--- src/rtl/HighLevelControl.sv ---
// Shared control types for the memory stage.
//   memOperation : memory operation class presented by the execute stage
//   mauState     : memory access unit FSM state
//   is_load / is_store : helpers classifying a memOperation
package HighLevelControl;

  typedef enum logic [3:0] {
    MEM_NONE,
    LB,
    LH,
    LW,
    LBU,
    LHU,
    SB,
    SH,
    SW
  } memOperation;

  typedef enum logic {
    MAU_IDLE,
    MAU_BUSY
  } mauState;

  function automatic logic is_load(input memOperation op);
    return op inside {LB, LH, LW, LBU, LHU};
  endfunction

  function automatic logic is_store(input memOperation op);
    return op inside {SB, SH, SW};
  endfunction

endpackage

--- src/rtl/load_extend.sv ---
// Combinational load lane selection and extension.
// Ports:
//   rdata  in  32  raw word from the data-memory bus
//   op     in      memory operation of the completing transfer
//   off    in  2   byte offset within the word (addr[1:0])
//   result out 32  lane-selected, sign/zero-extended load value
// Halfwords only look at off[1]; words ignore the offset entirely, so a
// misaligned access (when not trapped) reads the enclosing aligned unit.
module load_extend
  import HighLevelControl::*;
(
  input  logic [31:0] rdata,
  input  memOperation op,
  input  logic [1:0]  off,
  output logic [31:0] result
);

  logic [31:0] byte_shifted;
  logic [31:0] half_shifted;

  always_comb begin
    byte_shifted = rdata >> {off, 3'b000};
    half_shifted = rdata >> {off[1], 4'b0000};
    result       = rdata;
    case (op)
      LB:      result = {{24{byte_shifted[7]}}, byte_shifted[7:0]};
      LBU:     result = {24'h0, byte_shifted[7:0]};
      LH:      result = {{16{half_shifted[15]}}, half_shifted[15:0]};
      LHU:     result = {16'h0, half_shifted[15:0]};
      default: result = rdata;
    endcase
  end

endmodule

--- src/rtl/memory_access_unit.sv ---
// Memory-stage load/store unit. Accepts a memory op from the execute stage,
// runs a single req/ready transfer on the data bus, stalls the pipeline while
// it is outstanding and returns an extended load result.
// Optional feature macro: MISALIGN_TRAP_EN (reject misaligned halfword/word ops).
// Ports:
//   clk, reset      clock, synchronous active-high reset
//   MemOpValid      execute stage presents a memory op
//   MemOp           operation (memOperation)
//   ALUResult       effective byte address
//   StoreData       store data (rs2)
//   StallM          hold upstream stages (combinational)
//   LoadResult      extended load data (registered)
//   LoadValid       1-cycle pulse, LoadResult valid
//   BusError        1-cycle pulse, transfer aborted by timeout
//   MisalignFault   1-cycle pulse, misaligned op rejected
//   MemReq/MemWe/MemAddr/MemWData/MemByteEn  bus request side
//   MemReady/MemRData                        bus response side
module memory_access_unit
  import HighLevelControl::*;
#(
  parameter int BIT_COUNT = 32,
  parameter int MAX_WAIT  = 255
) (
  input  logic                 clk,
  input  logic                 reset,
  input  logic                 MemOpValid,
  input  memOperation          MemOp,
  input  logic [BIT_COUNT-1:0] ALUResult,
  input  logic [BIT_COUNT-1:0] StoreData,
  output logic                 StallM,
  output logic [BIT_COUNT-1:0] LoadResult,
  output logic                 LoadValid,
  output logic                 BusError,
  output logic                 MisalignFault,
  output logic                 MemReq,
  output logic                 MemWe,
  output logic [BIT_COUNT-1:0] MemAddr,
  output logic [BIT_COUNT-1:0] MemWData,
  output logic [3:0]           MemByteEn,
  input  logic                 MemReady,
  input  logic [BIT_COUNT-1:0] MemRData
);

  // The wait counter only has to reach MAX_WAIT-1: the abort fires in the
  // cycle where that count is seen together with !MemReady.
  localparam int CW = (MAX_WAIT < 2) ? 1 : $clog2(MAX_WAIT);
  localparam logic [CW-1:0] LAST_WAIT = CW'((MAX_WAIT > 0) ? MAX_WAIT - 1 : 0);
  localparam bit TIMEOUT_EN = (MAX_WAIT > 0);

  mauState                state_reg, state_next;
  memOperation            op_reg;
  logic [BIT_COUNT-1:0]   addr_reg;
  logic [BIT_COUNT-1:0]   wdata_reg, wdata_next;
  logic [3:0]             be_reg, be_next;
  logic                   we_reg;
  logic [CW-1:0]          wait_cnt_reg;
  logic [BIT_COUNT-1:0]   load_result_reg;
  logic                   load_valid_reg;
  logic                   bus_error_reg;
  logic                   misalign_reg;

  logic                   accept;
  logic                   complete;
  logic                   abort;
  logic                   misalign_hit;
  logic                   is_misaligned;
  logic                   stall;
  logic [BIT_COUNT-1:0]   ext_result;

  // Lane steering for the op being presented; latched on acceptance so the
  // bus sees stable values for the whole transfer.
  always_comb begin
    be_next    = 4'b1111;
    wdata_next = StoreData;
    case (MemOp)
      LB, LBU, SB: begin
        be_next    = 4'b0001 << ALUResult[1:0];
        wdata_next = {4{StoreData[7:0]}};
      end
      LH, LHU, SH: begin
        be_next    = 4'b0011 << {ALUResult[1], 1'b0};
        wdata_next = {2{StoreData[15:0]}};
      end
      default: begin
        be_next    = 4'b1111;
        wdata_next = StoreData;
      end
    endcase
  end

  always_comb begin
    is_misaligned = 1'b0;
`ifdef MISALIGN_TRAP_EN
    case (MemOp)
      LH, LHU, SH: is_misaligned = ALUResult[0];
      LW, SW:      is_misaligned = |ALUResult[1:0];
      default:     is_misaligned = 1'b0;
    endcase
`endif
  end

  always_comb begin
    state_next   = state_reg;
    stall        = 1'b0;
    accept       = 1'b0;
    complete     = 1'b0;
    abort        = 1'b0;
    misalign_hit = 1'b0;
    case (state_reg)
      MAU_IDLE: begin
        if (MemOpValid && (MemOp != MEM_NONE)) begin
          if (is_misaligned) begin
            misalign_hit = 1'b1;
          end else begin
            accept     = 1'b1;
            stall      = 1'b1;
            state_next = MAU_BUSY;
          end
        end
      end
      MAU_BUSY: begin
        if (MemReady) begin
          complete   = 1'b1;
          state_next = MAU_IDLE;
        end else if (TIMEOUT_EN && (wait_cnt_reg == LAST_WAIT)) begin
          abort      = 1'b1;
          state_next = MAU_IDLE;
        end else begin
          stall = 1'b1;
        end
      end
      default: state_next = MAU_IDLE;
    endcase
  end

  load_extend u_load_extend (
    .rdata  (MemRData),
    .op     (op_reg),
    .off    (addr_reg[1:0]),
    .result (ext_result)
  );

  always_ff @(posedge clk) begin
    if (reset) begin
      state_reg       <= MAU_IDLE;
      op_reg          <= MEM_NONE;
      addr_reg        <= '0;
      wdata_reg       <= '0;
      be_reg          <= 4'b0000;
      we_reg          <= 1'b0;
      wait_cnt_reg    <= '0;
      load_result_reg <= '0;
      load_valid_reg  <= 1'b0;
      bus_error_reg   <= 1'b0;
      misalign_reg    <= 1'b0;
    end else begin
      state_reg      <= state_next;
      load_valid_reg <= complete && is_load(op_reg);
      bus_error_reg  <= abort;
      misalign_reg   <= misalign_hit;
      if (accept) begin
        op_reg       <= MemOp;
        addr_reg     <= ALUResult;
        wdata_reg    <= wdata_next;
        be_reg       <= be_next;
        we_reg       <= is_store(MemOp);
        wait_cnt_reg <= '0;
      end else if ((state_reg == MAU_BUSY) && !MemReady) begin
        wait_cnt_reg <= wait_cnt_reg + CW'(1);
      end
      if (complete && is_load(op_reg)) begin
        load_result_reg <= ext_result;
      end
    end
  end

  // Reset overrides the stall so upstream stages are released immediately.
  assign StallM        = stall && !reset;
  assign MemReq        = (state_reg == MAU_BUSY);
  assign MemWe         = we_reg;
  assign MemAddr       = {addr_reg[BIT_COUNT-1:2], 2'b00};
  assign MemWData      = wdata_reg;
  assign MemByteEn     = be_reg;
  assign LoadResult    = load_result_reg;
  assign LoadValid     = load_valid_reg;
  assign BusError      = bus_error_reg;
`ifdef MISALIGN_TRAP_EN
  assign MisalignFault = misalign_reg;
`else
  assign MisalignFault = 1'b0;
`endif

endmodule

--- config.mk ---
export PLATFORM = sky130hd
export DESIGN_NAME = memory_access_unit
export DESIGN_NICKNAME = d
export VERILOG_FILES = /design/src/rtl/HighLevelControl.sv /design/src/rtl/load_extend.sv /design/src/rtl/memory_access_unit.sv
export SDC_FILE = /design/constraint.sdc
export NUM_CORES = 1
export LEC_CHECK = 0
export ABC_AREA = 1
export BUFFER_PORTS_ARGS = -buffer_cell sky130_fd_sc_hd__buf_2
export CAP_MARGIN = 20
export CORE_UTILIZATION = 30
export CTS_CLUSTER_SIZE = 10
export DETAILED_ROUTE_END_ITERATION = 7
export GPL_ROUTABILITY_DRIVEN = 0
export PLACE_DENSITY = 0.53
export SETUP_SLACK_MARGIN = 0.3
export SLEW_MARGIN = 20
export SYNTH_ARGS = -nofsm -noshare
export SYNTH_HDL_FRONTEND = slang
export SYNTH_SLANG_ARGS = --single-unit
--- constraint.sdc ---
create_clock -name clk -period 1.3 [get_ports clk]
set_input_delay 0.195 -clock clk [delete_from_list [all_inputs] [get_ports clk]]
set_output_delay 0.195 -clock clk [all_outputs]
set_load 0.05 [all_outputs]
After elaboration in Yosys (flattened, before gate mapping)
Cells that the tools add are included.
{"block": "word_totals", "input_bits": 104, "out_inout_bits": 106, "latchBits": 0, "ff_bits": 116, "n_memories": 0, "ramBits": 0, "mem_bits_ro": 0, "wordCells": 53}
{"block": "op_classes", "n_eq_ne": 13, "add_sub_neg": 1, "bitwise": 1, "n_lt_le_gt_ge": 0, "muxes": 11, "mul": 0, "div": 0, "shift": 4, "reduce_logical": 13}
{"cell": "$pmux W32 S4", "count": 1}
{"cell": "$pmux W32 S2", "count": 1}
{"cell": "$shr A32 B5 Y16", "count": 1}
{"cell": "$shr A32 B5 Y8", "count": 1}
{"cell": "$eq A4 B3 Y1 const B", "count": 6}
{"cell": "$eq A4 B2 Y1 const B", "count": 3}
{"cell": "$reduce_or A3 Y1", "count": 3}
{"cell": "$add A8 B1 Y8 const B", "count": 1}
{"cell": "$eq A4 B1 Y1 const B", "count": 2}
{"cell": "$eq A8 B8 Y1 const B", "count": 1}
{"cell": "$pmux W4 S2", "count": 1}
{"cell": "$mux W1", "count": 7}
{"cell": "$reduce_bool A5 Y1", "count": 1}
{"cell": "$eq A4 B4 Y1 const B", "count": 1}
{"cell": "$logic_and A1 B1 Y1", "count": 4}
{"cell": "$reduce_bool A4 Y1", "count": 1}
{"cell": "$shl A1 B2 Y4 const A", "count": 1}
{"cell": "$shl A2 B2 Y4 const A", "count": 1}
{"cell": "$reduce_bool A3 Y1", "count": 1}
{"cell": "$logic_not A1 Y1", "count": 2}
{"cell": "$pmux W1 S2", "count": 1}
{"cell": "$reduce_or A2 Y1", "count": 1}
{"cell": "$not A1 Y1", "count": 1}

Longest topological paths before layout
Gate-level depths: netlist (run 1).
{"block": "depth", "ltp_word": 5, "depth_mapped": 10, "depth_no_buf": 10}

Modules after synthesis
From an unflattened synthesis (run 1), not the netlist that was laid out.
{"block": "hier_totals", "cells_unflattened": 811, "hier_area_um2": 5734.2}
{"module": "memory_access_unit", "cells_per_inst": 593, "instances": 1, "area_per_inst_um2": 4779.6, "seq_area_each_um2": 2322.2}
{"module": "load_extend", "cells_per_inst": 218, "instances": 1, "area_per_inst_um2": 954.7, "seq_area_each_um2": 0.0}

Worst setup path before layout (run 1)
OpenSTA, ideal clock, no wires.
{"block": "synth_timing", "path_type": "reg2out", "from": "reg state_reg, in the netlist MemReq", "to": "out StallM", "stages_incl_launch_ff": 7, "t_required_ps": 1105, "slack_ps": -385, "n_path_buf": 1, "arrival_time_ps": 1490, "path_cell_list": "dfxtp_1 > inv_1 > nand3_1 > buf_4 > nor2_8 > inv_2 > nand2_1"}
{"block": "synth_via", "elab_chain_len": 3}
{"item": "start: declaration", "line": "memory_access_unit.sv:50", "text": "mauState state_reg, state_next;"}
{"item": "start signal: assignment", "line": "memory_access_unit.sv:157", "text": "state_reg <= state_next;"}
{"item": "$not A1 Y1 (no line)"}
{"item": "$pmux W1 S2 *", "line": "memory_access_unit.sv:109", "text": "case (state_reg)"}
{"item": "$logic_and A1 B1 Y1 *", "line": "memory_access_unit.sv:178", "text": "assign StallM = stall && !reset;"}
{"item": "end: declaration", "line": "memory_access_unit.sv:30", "text": "output logic StallM,"}
Every way passes the cells marked *; elsewhere a longest branch is shown, timed or not.

Worst setup path in the final report (run 1)
{"block": "layout_timing", "from": "reg wait_cnt_reg[5]", "to": "out StallM"}
{"block": "layout_via", "elab_chain_len": 5}
{"item": "start: declaration", "line": "memory_access_unit.sv:56", "text": "logic [CW-1:0] wait_cnt_reg;"}
{"item": "start signal: assignment", "line": "memory_access_unit.sv:169", "text": "wait_cnt_reg <= wait_cnt_reg + CW'(1);"}
{"item": "$eq A8 B8 Y1", "line": "memory_access_unit.sv:125", "text": "end else if (TIMEOUT_EN && (wait_cnt_reg == LAST_WAIT)) begin"}
{"item": "$mux W1", "line": "memory_access_unit.sv:125"}
{"item": "$mux W1", "line": "memory_access_unit.sv:122", "text": "if (MemReady) begin"}
{"item": "$pmux W1 S2", "line": "memory_access_unit.sv:109"}
{"item": "$logic_and A1 B1 Y1", "line": "memory_access_unit.sv:178"}
Every way passes these cells.

==> impl_metrics.csv, run 1 <==
group,metric,value,unit
worst_setup_path,crit_arrival,1.46,ns
timing,final.setup.tns,-21.33,ns
floorplan,rows,49,
routing,final_antenna_net_count,0,
synthesis,synth_top_area_share,41.06,%
synthesis,synthAdderAreaFrac,0.4425,%
run_status,outcome,"finished, violations left",
timing,fin_crit_sh,127.7,%
synthesis,synth_top_family_by_area,"simple AND/OR/NAND/NOR gates",
synthesis,synth_simple_gate_area_share,29.91,%
grt,grt.total_usage,21.58,%
grt,antenna_found_initial,2,
final_layout,final_layout_size_suffix_gt1_share,61.91,%
synthesis,synth.distinct_cells,34,
clock_tree,clk_latency,0.42,ns
synthesis,synth_compound_area_share,14.96,%
routing,wl_per_cell,16.63,um
worst_setup_path,max_stage_delay,0.33,ns
floorplan,die_width,139.3,um
grt,grt.overflow.total,0,
synthesis,async_reset_ff_share,0,%
floorplan,core_area,18210,um^2
synthesis,synthMuxAreaShare,0,%
timing,hold_viol_final,0,
synthesis,yosys_most_used_dff,"dfxtp_1",
clock_tree,clockBufferDepth,2,
clock_tree,clkSinkCount,116,
timing,clock.fmax,602.4,MHz
synthesis,ys_ff_latch,116,
power_and_ir_drop,powerDensity,1112,nW/um^2
synthesis,synth_area_leaders,"dfxtp_1 (41%), nand2_1 (13%), nor2_1 (6.8%)",
grt,grt_pass1_vias,6273,
clock_tree,cts_buffers,17,
routing,vias_per_cell,4.826,
timing,setup_slack,-0.3599,ns
hold_path,hp-class,"in -> reg",
synthesis,synth_area,5655,um^2
clock_tree,htreeDepth,4,
worst_setup_path,critPathKind,"reg -> out",
timing,finalSetupViolCount,116,
timing,period_minus_slack,1.660,ns
final_layout,nNetsFinal,1243,
worst_setup_path,critPathSlowestCell,"dfxtp_2",
floorplan,start_util,31.06,%
synthesis,ys_seq_area_share,41.06,%
final_layout,syn_to_final_growth,102.3,%
power_and_ir_drop,ir_drop,0.8526,mV
power_and_ir_drop,p_leak,5.341,nW
worst_setup_path,path_cells,"inv_2 -> nor3_4 -> nand4_1 -> nand3_2 -> nand2_4 -> buf_8",
synthesis,synth_xor_area_share,0.1549,%
timing,clock-skew-final,0.009005,ns
synthesis,syn_avg_cell_area,7.141,um^2
worst_setup_path,crit_path_end_kind,"primary output",
routing,routed_wl,22970,um
routing,route.detailed.drc,0,
flow_run,drv_cap,0,
clock_tree,cts.clk_slew.worst_paths,0.06,ns
timing,rsz0062_at_grt,"yes",
place,dp_hpwl,12670,um
final_layout,finish.utilization,62.83,%
grt,grt_pass1_wl,32810,um
routing,first_pass_iters,5,
timing,slew_viol_final,0,
worst_setup_path,cp_max_fo,2,
worst_setup_path,worst_ep_required_time,1.11,ns
run_status,violations,"negative setup slack",
floorplan,dieArea,19400,um^2
place,portBuffers,206,
clock_tree,clockRootBuffer,"clkbuf_16",
synthesis,synth_cells,792,
floorplan,fp.dieH,139.3,um
clock_tree,cts_tree,"yes",
worst_setup_path,start_kind,"flop",
synthesis,synth_edf_count,0,
synthesis,yosys.area.top_type,"dfxtp_1",
floorplan,io_pins,210,
final_layout,num-fill-cells,1434,
synthesis,ys_warn_count,0,
routing,drt-initial-drc-count,345,
synthesis,synthTopCellsByCount,"nand2_1 (199), dfxtp_1 (116), nor2_1 (103)",
routing,dr_total_vias,6665,
synthesis,yosysMostFrequentCell,"nand2_1",
grt,grt_max_degree,45,
## worst paths after layout
kind / start / end / slack, ns / cells after the start
setup / recovery: wait_cnt_reg[5] / StallM / -0.36 / 6
hold / removal: StoreData[29] / MemWData[29] / 0.03 / 3
setup reg to reg: MemReq / MemWData[22] / -0.30 / 12
hold reg to reg: MemWData[0] / MemWData[0] / 0.48 / 2
## stage by stage
stage / worst slack [ns] / total power, mW / area, um^2 / std cells / hold slack (ns)
3_5_place_dp: -0.09282 / 6.372 / 7083 / 1214 / 0.4223
5_1_grt: -0.4358 / 13.20 / 11440 / 1381 / 0.01918
3_3_place_gp: -0.09561 / 6.370 / 7083 / 1214 / 0.4177
6_report: -0.3599 / 12.73 / 11440 / 1381 / 0.02949
2_1_floorplan: 0.02022 / 5.708 / 5768 / 794 / 0.3341
4_1_cts: -0.3978 / 12.20 / 10170 / 1324 / 0.004893
## cell type report
type	count	area, um^2	area share, %
Antenna cell	2	5.005	0.04375
Clock buffer	17	425.4	3.719
Clock inverter	15	166.4	1.455
Inverter	69	291.5	2.548
Multi-Input combinational cell	538	3470	30.33
Sequential cell	116	2525	22.07
Tap cell	229	286.5	2.505
Timing Repair Buffer	395	4270	37.33
## per-layer routing
| layer | share of wire [%] | GRT usage [%] | vias to the layer above |
|---|---|---|---|
| li1 | - | - | 3248 |
| met1 | 41 | 26.94 | 3157 |
| met2 | 51 | 35.81 | 214 |
| met3 | 4.8 | 4.818 | 46 |
| met4 | 2.8 | 8.889 | 0 |
| met5 | 0 | 0 | - |
## report_power, final
| group | leakage, nW | internal [mW] | switching (mW) | total, mW |
|---|---|---|---|---|
| combinational | 4.06 | 1.79 | 2.10 | 3.89 |
| clock | 0.282 | 2.87 | 1.93 | 4.80 |
| sequential | 1.00 | 3.80 | 0.231 | 4.03 |
| total | 5.34 | 8.46 | 4.26 | 12.7 |
## cells in the final DEF, fill, tap and decap left out, types with 11 or more instances in the layout
cell type and count:
a22o_1 36, buf_12 14, buf_16 12, buf_2 103, buf_4 80, buf_6 37
buf_8 112, clkbuf_16 22, dfxtp_2 90, dfxtp_4 24, dlygate4sd3_1 32, inv_1 50
inv_2 13, nand2_1 153, nand2_2 38, nand2_4 21, nand3_1 17, nand3_2 28
nor2_1 77, nor2_2 20, o21ai_0 37, o21ai_1 11, o21ai_2 31
## kinds of logic (layout without fill, tap and decap cells)
family,Yosys count,after routing
and+or+nand+nor,394,395
buffers and inverters,141,496
AOI/OAI and AO/OA,137,137
DFF,116,116
adders and majority gates,2,2
other,1,5
xor gates and xnor gates,1,1
## timing repair
action,CTS,global route
gates cloned,14,6
pin swaps,57,71
gates resized for setup,547,215
hold buffers,32,0
setup buffers,32,49
endpoints found under the hold margin,32,0
endpoints found under the setup margin,219,219
## worst max-delay path, delay by kind of cell (launching register included)
| kind | cells | cell delay (ns) |
|---|---|---|
| flops | 1 | 0.33 |
| buf+inv | 2 | 0.19 |
| simple gates | 4 | 0.54 |
No activity file was read; power rests on OpenSTA's default activity.
==> run 2: changes to the inputs <==
--- a/config.mk
+++ b/config.mk
@@ -12,6 +12,7 @@
 export CTS_CLUSTER_SIZE = 10
 export DETAILED_ROUTE_END_ITERATION = 7
 export GPL_ROUTABILITY_DRIVEN = 0
+export GPL_TIMING_DRIVEN = 0
 export PLACE_DENSITY = 0.53
 export SETUP_SLACK_MARGIN = 0.3
 export SLEW_MARGIN = 20
==> run 2 against run 1 <==
The flow still finishes with violations (negative setup slack). Via count down 1.4%. Die area stayed put. Flip-flop and latch count unchanged. Global-route usage increased by 0.53 points. Utilization increased by 0.12 points. First-iteration DRC count shrank 31%. Worst hold slack got worse by 0.024 ns. Power down 2.7%. Sequential power about the same. Clock power down 10%. Maximum frequency shrank 1.2%. Largest cell class unchanged.
==> impl_metrics.csv, run 2 (synthesis gave the netlist of run 1 again) <==
group,metric,value,unit
clock_tree,cts.clk_slew.worst_paths,0.06,ns
timing,hold_viol_final,0,
clock_tree,htreeDepth,4,
timing,finalSetupViolCount,114,
power_and_ir_drop,ir_drop,0.9671,mV
final_layout,final_layout_size_suffix_gt1_share,61.38,%
timing,holdWs,0.005769,ns
timing,fin_crit_sh,129.2,%
worst_setup_path,worst_ep_required_time,1.11,ns
timing,slew_headroom,63.89,%
grt,antenna_found_initial,1,
place,portBuffers,205,
routing,first_pass_iters,5,
routing,wl_per_cell,16.06,um
grt,grt_pass1_vias,6302,
timing,rsz0062_at_grt,"yes",
floorplan,rows,49,
routing,drt-initial-drc-count,239,
clock_tree,clockBufferDepth,2,
worst_setup_path,rr_startpoint,"MemReq",
place,dp_hpwl,13490,um
clock_tree,clockRootBuffer,"clkbuf_16",
floorplan,core_area,18210,um^2
grt,grt_pass1_wl,33450,um
grt,grt.overflow.total,0,
clock_tree,clkSinkCount,116,
worst_setup_path,cp_max_fo,10,
power_and_ir_drop,p_leak,5.372,nW
hold_path,holdPathEnd,"addr_reg[2]",
worst_setup_path,crit_arrival,1.48,ns
final_layout,nNetsFinal,1253,
hold_path,hold_start,"ALUResult[2]",
routing,final_antenna_net_count,0,
timing,tightest_slew,0.5417,ns
grt,grt.total_usage,22.10,%
floorplan,die_width,139.3,um
routing,vias_per_cell,4.729,
timing,clock-skew-final,0.01076,ns
timing,period_minus_slack,1.679,ns
floorplan,io_pins,210,
clock_tree,cts_buffers,17,
worst_setup_path,crit_path_end_kind,"primary output",
timing,clock.fmax,595.5,MHz
routing,route.detailed.drc,0,
final_layout,syn_to_final_growth,102.7,%
worst_setup_path,critPathKind,"reg -> out",
worst_setup_path,start_kind,"flop",
routing,routed_wl,22320,um
power_and_ir_drop,powerDensity,1080,nW/um^2
floorplan,fp.dieH,139.3,um
worst_setup_path,r2r_slack,-0.37,ns
hold_path,hold_depth,2,
clock_tree,clk_latency,0.43,ns
worst_setup_path,r2r_cells,11,
floorplan,start_util,31.06,%
flow_run,drv_cap,0,
final_layout,final_common_cell,"nand2_1",
worst_setup_path,r2r_end,"addr_reg[21]",
grt,grt_max_degree,17,
run_status,outcome,"finished, violations left",
timing,slew_viol_final,0,
hold_path,hp-class,"in -> reg",
timing,setup_slack,-0.3793,ns
final_layout,final_cell_mix,"nand2_1 (144), buf_8 (127), dfxtp_2 (105)",
run_status,violations,"negative setup slack",
routing,dr_total_vias,6574,
clock_tree,cts_tree,"yes",
floorplan,dieArea,19400,um^2
place,place_ws,-0.4855,ns
## run 2: changes by cell type in the layout (fill, tap and decap cells not counted), moves of 9 or more
cell and delta:
buf_8 +15, o21ai_0 +19, dfxtp_4 -17, nand2_1 -9
dfxtp_2 +15, o21ai_2 -19, nand3_2 +12, buf_4 -38
buf_6 +33
## run 2: layer usage
metal / part of all wire, % / track usage [%] / up-vias
met4: 2.7 / 9.064 / 0
met5: 0 / 0 / -
met2: 50 / 36.76 / 182
met3: 4.2 / 3.957 / 45
met1: 43 / 28.15 / 3094
li1: - / - / 3253
## run 2: report_power, final
part	internal [mW]	switching [mW]	total, mW
logic	1.91	2.14	4.05
registers	3.82	0.192	4.01
clock network	2.52	1.80	4.32
total	8.25	4.13	12.4
## run 2: worst max-delay path by stage
stage                          endpoint  slack, ns  cells after the start       startpoint
after global placement           StallM      -0.47                      6            reset
after CTS                        StallM      -0.45                      6  wait_cnt_reg[3]
after floorplan           LoadResult[7]       0.02                      8        op_reg[2]
final                            StallM      -0.38                      7           MemReq
after detailed placement         StallM      -0.49                      6            reset
after global routing             StallM      -0.45                      6  wait_cnt_reg[0]
## run 2: critical path: stages (launching register included)
cell and delay (ns):
dfxtp_4 0.34, inv_2 0.06, nand3_4 0.09, buf_8 0.14
nor2_8 0.13, inv_6 0.08, nand2_4 0.07, buf_8 0.14
## run 2: repair_timing
action | in CTS | in global routing
cloned | 16 | 5
hold buffers | 30 | 0
endpoints found under the setup margin | 219 | 219
setup buffers | 50 | 28
resized for setup | 591 | 202
pin swaps | 74 | 76
hold endpoints to repair | 30 | 0
## run 2: cell type report
| class | instances | area [um^2] |
|---|---|---|
| repair buffers | 334 | 3657 |
| multi-input cells | 537 | 3390 |
| flip-flops and latches | 116 | 2480 |
| inverters | 69 | 299.0 |
| clock inverters | 12 | 82.58 |
| plain buffers | 72 | 808.3 |
| fillers | 1475 | 6746 |
| well taps | 229 | 286.5 |
| clock buffers | 20 | 456.7 |
| diodes | 1 | 2.502 |
## run 2: through the flow
step	util [%]	TNS [ns]	cells	cell area (um^2)	total power, mW
floorplan	-	0	794	5768	5.708
global placement	38.89	-17.89	1228	7081	6.378
detailed placement	38.89	-17.68	1228	7081	6.380
CTS	57.38	-19.99	1356	10450	11.96
global route	62.95	-35.73	1390	11460	12.87
finish	62.95	-28.59	1390	11460	12.38
==> run 3: changes to the inputs <==
--- a/config.mk
+++ b/config.mk
@@ -13,7 +13,7 @@
 export DETAILED_ROUTE_END_ITERATION = 7
 export GPL_ROUTABILITY_DRIVEN = 0
 export GPL_TIMING_DRIVEN = 0
-export PLACE_DENSITY = 0.53
+export PLACE_DENSITY = 0.51
 export SETUP_SLACK_MARGIN = 0.3
 export SLEW_MARGIN = 20
 export SYNTH_ARGS = -nofsm -noshare
==> constraint.sdc (replaced) <==
create_clock -name clk -period 1.8 [get_ports clk]
set_input_delay 0.27 -clock clk [delete_from_list [all_inputs] [get_ports clk]]
set_output_delay 0.27 -clock clk [all_outputs]
set_load 0.05 [all_outputs]
==> run 3 against run 2 <==
The flow now finishes without violations. Combinational power down 56%. Global-route usage down 3.2 points. Clock skew up 0.0024 ns. Power down 33%. Routed wire length down 17%. Utilization down 20 points. Clock power down 16%. Via count down 10%.
==> impl_metrics.csv, run 3 (synthesis gave the netlist of run 1 again) <==
group,metric,value,unit
run_status,outcome,"finished clean",
routing,wl_per_cell,14.44,um
floorplan,die_width,139.3,um
grt,grt_pass1_vias,5359,
final_layout,nNetsFinal,1144,
timing,period_minus_slack,1.720,ns
clock_tree,clkSinkCount,116,
floorplan,io_pins,210,
timing,clock-skew-final,0.01315,ns
floorplan,dieArea,19400,um^2
hold_path,hold_depth,2,
power_and_ir_drop,ir_drop,0.6710,mV
routing,first_pass_iters,5,
worst_setup_path,critPathKind,"in -> out",
final_layout,final_cells,1281,
floorplan,core_area,18210,um^2
grt,grt_max_degree,17,
timing,slew_viol_final,0,
hold_path,hp-class,"in -> reg",
clock_tree,cts_buffers,17,
flow_run,drv_cap,0,
worst_setup_path,worst_ep_required_time,1.53,ns
power_and_ir_drop,powerDensity,1044,nW/um^2
timing,clock.fmax,581.5,MHz
clock_tree,clockRootBuffer,"clkbuf_16",
clock_tree,ctsHoldBuffers,0,
place,portBuffers,205,
worst_setup_path,cp_max_fo,10,
timing,setup_slack,0.08019,ns
clock_tree,htreeDepth,4,
timing,rsz0062_at_grt,"yes",
routing,route.detailed.drc,0,
routing,drt-initial-drc-count,346,
floorplan,rows,49,
place,place_ws,-0.2456,ns
power_and_ir_drop,power.total,8.256,mW
worst_setup_path,crit_path_end_kind,"primary output",
final_layout,final_cell_mix,"buf_2 (215), nand2_1 (195), dfxtp_1 (106)",
routing,vias_per_cell,4.610,
final_layout,syn_to_final_growth,39.80,%
routing,dr_total_vias,5906,
grt,grt_pass1_wl,28600,um
clock_tree,cts.clk_slew.worst_paths,0.06,ns
timing,fin_crit_sh,95.54,%
floorplan,fp.dieH,139.3,um
routing,routed_wl,18500,um
final_layout,final_cell_area,7906,um^2
power_and_ir_drop,p_leak,4.088,nW
floorplan,start_util,31.06,%
worst_setup_path,r2r_cells,8,
final_layout,final_layout_size_suffix_gt1_share,36.73,%
timing,finalSetupViolCount,0,
place,placed_cells,1228,
grt,antenna_found_initial,1,
clock_tree,cts_tree,"yes",
final_layout,finish.utilization,43.42,%
clock_tree,clockBufferDepth,2,
final_layout,final_common_cell,"buf_2",
place,dp_hpwl,13610,um
routing,final_antenna_net_count,0,
grt,grt.total_usage,18.95,%
place,place_area,6979,um^2
clock_tree,clk_latency,0.42,ns
worst_setup_path,crit_arrival,1.45,ns
worst_setup_path,start_kind,"input pin",
timing,hold_viol_final,0,
grt,grt.overflow.total,0,
## run 3: cell types whose count changed in the layout (fill, tap and decap cells not counted), sizes merged
cell | before | now
buf | 365 | 289
bufbuf | 1 | 0
bufinv | 0 | 4
clkbuf | 30 | 26
clkinv | 9 | 3
dlygate4sd3 | 30 | 0
inv | 68 | 72
## run 3: worst max-delay path: stages
cell	delay (ns)
buf_2	0.21
inv_1	0.28
clkbuf_2	0.32
nand3_2	0.13
nand2_2	0.09
buf_8	0.14
## run 3: final cells by class
cell class                 instances  area (um^2)
antenna                            1        2.502
buffer                            72        544.3
tap                              229        286.5
timing repair buffer             225         1181
inverter                          69        275.3
clock inverter                    14        200.2
clock buffer                      18        429.2
fill                            1920        10300
sequential                       116         2337
multi-input combinational        537         2650
## run 3: stage by stage
step	TNS, ns	hold slack (ns)
after global placement	-0.2648	0.4398
final	0	0.06804
after global routing	-0.02936	0.04756
after detailed placement	-0.2456	0.4437
after floorplan	0	0.4091
after CTS	0	0.04970
## run 3: per-layer routing
layer | GRT usage (%) | part of all wire (%) | up-vias
li1 | - | - | 3030
met3 | 4.577 | 5.3 | 14
met2 | 29.33 | 46 | 166
met1 | 25.68 | 48 | 2696
met4 | 6.374 | 1.1 | 0
met5 | 0 | 0 | -
## run 3: report_power, final
| group | switching [mW] | internal (mW) | leakage [nW] |
|---|---|---|---|
| combinational | 1.22 | 0.583 | 2.84 |
| sequential | 0.0842 | 2.73 | 0.953 |
| clock | 1.31 | 2.33 | 0.298 |
| total | 2.61 | 5.64 | 4.09 |
## run 3: what timing repair did
action	4_1_cts	5_1_grt
gates cloned	0	3
setup endpoints to repair	32	41
gates resized for setup	28	41
hold endpoints to repair	0	0
pin swaps	9	12
setup buffers	9	8
## run 3: final timing paths
path	start	end	slack, ns
max	reset	StallM	0.08
min reg2reg	MemWData[17]	MemWData[17]	0.45
min	ALUResult[5]	addr_reg[5]	0.07
max reg2reg	op_reg[3]	LoadResult[7]	0.36
